==> config.mk <==
export PLATFORM = sky130hd
export DESIGN_NAME = exp6_unidade_controle
export DESIGN_NICKNAME = d
export VERILOG_FILES = /design/src/rtl/exp6_unidade_controle.sv
export SDC_FILE = /design/constraint.sdc
export NUM_CORES = 1
export LEC_CHECK = 0
export BUFFER_PORTS_ARGS = -buffer_cell sky130_fd_sc_hd__buf_4
export CAP_MARGIN = 30
export CORE_MARGIN = 4
export CORE_UTILIZATION = 35
export DETAILED_ROUTE_END_ITERATION = 8
export PLACE_DENSITY = 0.58
export RECOVER_POWER = 100
export SETUP_SLACK_MARGIN = 0.02
export SKIP_LAST_GASP = 1
export SLEW_MARGIN = 20
export SYNTH_ARGS = -nofsm -noshare
export SYNTH_HDL_FRONTEND = slang
export SYNTH_SLANG_ARGS = --single-unit
==> constraint.sdc <==
create_clock -name clock -period 3 [get_ports clock]
set_input_delay 0.15 -clock clock [delete_from_list [all_inputs] [get_ports clock]]
set_output_delay 0.15 -clock clock [all_outputs]
set_load 0.05 [all_outputs]
==> src/rtl/exp6_unidade_controle.sv <==
// Moore control unit for the memory game: sequences the show phase (ROM[0..limite] on the LEDs),
// then collects and checks the player's plays, growing the round by one item per success.
module exp6_unidade_controle (
    input  logic       clock,
    input  logic       reset,
    input  logic       iniciar,
    input  logic       fimL,
    input  logic       fimTMR,
    input  logic       jogada_feita,
    input  logic       chavesIgualMemoria,
    input  logic       enderecoIgualLimite,
    input  logic       timeout,
    output logic       zeraR,
    output logic       zeraE,
    output logic       zeraL,
    output logic       zeraM,
    output logic       zeraTMR,
    output logic       registraR,
    output logic       registraM,
    output logic       contaE,
    output logic       contaL,
    output logic       contaTMR,
    output logic       pronto,
    output logic       ganhou,
    output logic       perdeu,
    output logic       db_timeout,
    output logic [3:0] db_estado
);

    typedef enum logic [3:0] {
        INICIAL        = 4'h0,
        PREPARACAO     = 4'h1,
        ESPERA_ROM     = 4'h2,
        MOSTRA_DADO    = 4'h3,
        ESPERA_MOSTRA  = 4'h4,
        PROXIMO_MOSTRA = 4'h5,
        INICIA_JOGADAS = 4'h6,
        ESPERA_JOGADA  = 4'h7,
        REGISTRA       = 4'h8,
        COMPARACAO     = 4'h9,
        PROXIMA_JOGADA = 4'hA,
        PROXIMA_RODADA = 4'hB,
        ACERTOU        = 4'hC,
        ERROU          = 4'hD,
        FIM_TIMEOUT    = 4'hE,
        NAO_USADO      = 4'hF
    } estado_t;

    // Control vector layout, MSB first:
    // zeraR zeraE zeraL zeraM zeraTMR | registraR registraM contaE contaL contaTMR | pronto ganhou perdeu db_timeout
    localparam int CTRL_W = 14;

    estado_t             estado_r;
    estado_t             estado_prox_s;
    logic [CTRL_W-1:0]   ctrl_r;

    function automatic logic [CTRL_W-1:0] decodifica(input estado_t e);
        logic [CTRL_W-1:0] c;
        c = {CTRL_W{1'b0}};
        case (e)
            PREPARACAO:     c = 14'b11111_00000_0000;
            MOSTRA_DADO:    c = 14'b00000_01000_0000;
            ESPERA_MOSTRA:  c = 14'b00000_00001_0000;
            PROXIMO_MOSTRA: c = 14'b00001_00100_0000;
            INICIA_JOGADAS: c = 14'b11010_00000_0000;
            REGISTRA:       c = 14'b00000_10000_0000;
            PROXIMA_JOGADA: c = 14'b00000_00100_0000;
            PROXIMA_RODADA: c = 14'b01011_00010_0000;
            ACERTOU:        c = 14'b00000_00000_1100;
            ERROU:          c = 14'b00000_00000_1010;
            FIM_TIMEOUT:    c = 14'b00000_00000_1011;
            default:        c = {CTRL_W{1'b0}};
        endcase
        return c;
    endfunction

    // Next-state logic; iniciar only matters in the idle and end-of-game states.
    always_comb begin
        estado_prox_s = estado_r;
        case (estado_r)
            INICIAL: begin
                if (iniciar) estado_prox_s = PREPARACAO;
                else         estado_prox_s = INICIAL;
            end
            PREPARACAO:     estado_prox_s = ESPERA_ROM;
            ESPERA_ROM:     estado_prox_s = MOSTRA_DADO;
            MOSTRA_DADO:    estado_prox_s = ESPERA_MOSTRA;
            ESPERA_MOSTRA: begin
                if (!fimTMR)                  estado_prox_s = ESPERA_MOSTRA;
                else if (enderecoIgualLimite) estado_prox_s = INICIA_JOGADAS;
                else                          estado_prox_s = PROXIMO_MOSTRA;
            end
            PROXIMO_MOSTRA: estado_prox_s = ESPERA_ROM;
            INICIA_JOGADAS: estado_prox_s = ESPERA_JOGADA;
            ESPERA_JOGADA: begin
                // A timeout in the same cycle as a press still counts as a loss.
                if (timeout)           estado_prox_s = FIM_TIMEOUT;
                else if (jogada_feita) estado_prox_s = REGISTRA;
                else                   estado_prox_s = ESPERA_JOGADA;
            end
            REGISTRA:       estado_prox_s = COMPARACAO;
            COMPARACAO: begin
                if (!chavesIgualMemoria)       estado_prox_s = ERROU;
                else if (!enderecoIgualLimite) estado_prox_s = PROXIMA_JOGADA;
                else if (fimL)                 estado_prox_s = ACERTOU;
                else                           estado_prox_s = PROXIMA_RODADA;
            end
            PROXIMA_JOGADA: estado_prox_s = ESPERA_JOGADA;
            PROXIMA_RODADA: estado_prox_s = ESPERA_ROM;
            ACERTOU, ERROU, FIM_TIMEOUT: begin
                if (iniciar) estado_prox_s = PREPARACAO;
                else         estado_prox_s = estado_r;
            end
            NAO_USADO:      estado_prox_s = INICIAL;
            default:        estado_prox_s = INICIAL;
        endcase
    end

    // State and control registers; controls are decoded from the next state so they always match estado_r.
    always_ff @(posedge clock) begin
        if (reset) begin
            estado_r <= INICIAL;
            ctrl_r   <= {CTRL_W{1'b0}};
        end else begin
            estado_r <= estado_prox_s;
            ctrl_r   <= decodifica(estado_prox_s);
        end
    end

    assign {zeraR, zeraE, zeraL, zeraM, zeraTMR,
            registraR, registraM, contaE, contaL, contaTMR,
            pronto, ganhou, perdeu, db_timeout} = ctrl_r;
    assign db_estado = estado_r;

endmodule

==> results.sh <==
export IMPL_die_height_um=58.5
export IMPL_ctsResizeCount=0
export IMPL_timing_final_crit_share_pct=78.3
export IMPL_area_growth_pct=15.1
export IMPL_drive_gt1_share_pct=14.3
export IMPL_coreArea_sq_um=2450
export IMPL_power_density_nw_per_um2=1030
export IMPL_n_antenna_cell=0
export IMPL_crit_type="reg2reg"
export IMPL_clock_root_buffer="clkbuf_4"
export IMPL_yosysWarnings=0
export IMPL_tritoncts="done"
export IMPL_synth_top_area_share_pct=38.1
export IMPL_antenna_found_initial=0
export IMPL_rrSetupSlack_ps=650
export IMPL_r2r_start="db_estado[1]"
export IMPL_drt_iter0_drc=28
export IMPL_required_ps=3220
export IMPL_gp_congestion=0.766
export IMPL_p_sw_mw=0.545
export IMPL_crit_chain="or4b_1, a221oi_1, a221oi_1, a21oi_4, ha_1, nand3_1, a31oi_1"
export IMPL_clockBufferDepth=2
export IMPL_drc_errors=0
export IMPL_cpMaxStageDelayCell="or4b_1"
export IMPL_peakVddDrop_v=0.000430
export IMPL_yosys_top_cells_area="dfxtp_1 38%, a221oi_2 5.0%, nor2_1 5.0%"
export IMPL_clk_latency_ps=290
export IMPL_cp_startpoint="db_estado[1]"
export IMPL_worst_slew_pin_slew_ps=730
export IMPL_route_vias_total=783
export IMPL_p_leak_nw=0.383
export IMPL_totalWireLength_mm=1.95
export IMPL_start_kind="flip-flop"
export IMPL_grt_max_degree=17
export IMPL_p_total_mw=1.06
export IMPL_grt_pass1_wl_mm=3.32
export IMPL_synthesis_instances=96
export IMPL_io_pin_count=27
export IMPL_power_frac_comb_pct=56.9
export IMPL_run_status="complete, no violations"
export IMPL_design_die_area_sq_um=3420
export IMPL_syn_avg_cell_area_sq_um=9.29
export IMPL_crit_arrival_ps=2570
export IMPL_synthesis_nets=108
export IMPL_cts_setup_buffers=0
export IMPL_place_hpwl_mm=1.47
export IMPL_firstDrtPassIters=4
export IMPL_cp_end_kind="flip-flop"
export IMPL_critPathMaxFanout=15
export IMPL_numCtsBuffers=3
export IMPL_clock_fmax_ghz=0.426
export IMPL_final_antenna_net_count=0
export IMPL_holdPathStages=2
export IMPL_worstHoldStart="reset"
export IMPL_groute_usage_overall_pct=12.3
export IMPL_clkPwrFrac_pct=11.1
export IMPL_io_buffers=26
export IMPL_synth_cell_types=37
export IMPL_h_tree_depth=1
export IMPL_avgRoutedWirePerCell_um=13.1
export IMPL_yosysTopAreaCell="dfxtp_1"
export IMPL_grt_setup_unrepaired="false"
export IMPL_fin_skew_ps=4.58
export IMPL_finalSetupViolCount=0
export IMPL_reg2regPathDepth=7
export IMPL_hp_class="in2reg"
export IMPL_async_reset_ff_share_pct=0
export IMPL_min_period_ps=2350
export IMPL_hold_viol=0
export IMPL_relSlewSlack_pct=51.3
export IMPL_hold_end="db_estado[0]"
export IMPL_grt_pass1_vias=740
export IMPL_initial_core_util_pct=36.3
export IMPL_swShare_pct=51.4
export IMPL_viasPerCell=5.26
export IMPL_cts_hold_buffers=0
export IMPL_cts_sinks=17
export IMPL_clkTransAtPathRegs_ps=90
export IMPL_synth_flop_cell="dfxtp_1"
export IMPL_synth_area_sq_um=892
export IMPL_reg2reg_to="ctrl_r[10]"
export IMPL_cpPeakStageDelay_ps=590
export IMPL_cap_violations=0
export IMPL_timing_final_max_slew_violations=0
export IMPL_final_net_count=132
export IMPL_ys_ff_latch=17
export IMPL_synth_edf_count=0
export IMPL_p_int_mw=0.515
export IMPL_hold_worst_slack_ps=87.9
export IMPL_p_seq_share_pct=32.0
export IMPL_setup_tns_ps=0
export IMPL_die_x_um=58.5
export IMPL_path_common_cell="a221oi_1"
export IMPL_rows=18
export IMPL_yosysSeqAreaShare_pct=38.1
export IMPL_grt_overflow_total=0
[state kept, by name, indices dropped and copies added (netlist names)]
signal     count
ctrl_r        13
db_estado      4
[power by group through the flow]
stage	clock, mW	sequential [mW]	combinational [mW]
after floorplan	0	0.463	0.402
after global placement	0	0.344	0.649
after detailed placement	0	0.348	0.655
after CTS	0.121	0.342	0.658
after global routing	0.132	0.351	0.663
final	0.118	0.340	0.603
[cell usage after synthesis (2+ instances only)]
library cell / instances
a21oi_1: 4
a221oi_2: 3
a31oi_1: 3
buf_2: 2
buf_4: 4
dfxtp_1: 17
ha_1: 3
inv_2: 3
nand2_1: 4
nand2b_1: 4
nand3b_1: 5
nor2_1: 12
nor2b_1: 3
nor3_1: 3
nor3b_1: 2
o22ai_1: 2
o32ai_1: 2
[critical path, delay by kind of cell (launching register included)]
family	cells	cell delay, ps
AND/OR/NAND/NOR	2	700
adder cells (fa/ha/maj)	1	260
flip-flops	1	450
AO/OA/AOI/OAI	4	870
[how the worst max path moves through the flow]
stage	to	slack [ps]
after floorplan	ctrl_r[10]	840
after global placement	ctrl_r[10]	830
after detailed placement	ctrl_r[10]	720
after CTS	ctrl_r[10]	700
after global routing	ctrl_r[10]	430
final	ctrl_r[10]	650
[cells by family (layout without fill, tap and decap cells)]
logic type | Yosys count | in the layout | share of synthesized area (%)
AO/OA/AOI/OAI | 20 | 20 | 18.7
buffers and inverters | 10 | 33 | 6.17
multiplexers | 2 | 2 | 2.38
flip-flops | 17 | 17 | 38.1
AND/OR/NAND/NOR | 43 | 43 | 29.5
adder cells (fa/ha/maj) | 3 | 3 | 4.21
XOR/XNOR | 1 | 1 | 0.982
[final cells by class]
type	count	area (sq um)
repair buffers	26	128
well taps	30	37.5
flip-flops and latches	17	340
fillers	257	1430
multi-input cells	69	484
inverters	3	11.3
clock buffers	4	26.3
[stage by stage]
| stage | std cells | cell area, sq um | util (%) | worst slack, ps |
|---|---|---|---|---|
| 3_3_place_gp | 145 | 1080 | 44.0 | 832 |
| 3_5_place_dp | 145 | 1080 | 44.0 | 721 |
| 5_1_grt | 149 | 1030 | 41.8 | 429 |
| 4_1_cts | 149 | 1110 | 45.1 | 703 |
| 6_report | 149 | 1030 | 41.8 | 650 |
| 2_1_floorplan | 96 | 892 | - | 842 |
[layer usage]
layer | vias to the layer above | share of wire (%) | GRT usage (%)
li1 | 395 | - | -
met3 | 5 | 6.4 | 2.19
met5 | - | 0 | 0
met4 | 0 | 1.4 | 5.30
met1 | 362 | 45 | 15.7
met2 | 21 | 48 | 20.3
[cell usage in the layout, fill, tap and decap left out, types with 2 or more instances in the layout]
| cell type | count |
|---|---|
| nor3_1 | 3 |
| clkbuf_4 | 3 |
| a21oi_1 | 4 |
| nor2_1 | 12 |
| o22ai_1 | 2 |
| nor3b_1 | 2 |
| o32ai_1 | 2 |
| a31oi_1 | 3 |
| clkbuf_1 | 19 |
| nand2b_1 | 4 |
| nor2b_1 | 3 |
| dfxtp_1 | 17 |
| buf_4 | 8 |
| nand3b_1 | 5 |
| a221oi_1 | 2 |
| ha_1 | 3 |
| nand2_1 | 4 |
| inv_2 | 3 |
Power figures use the tool's default switching activity.
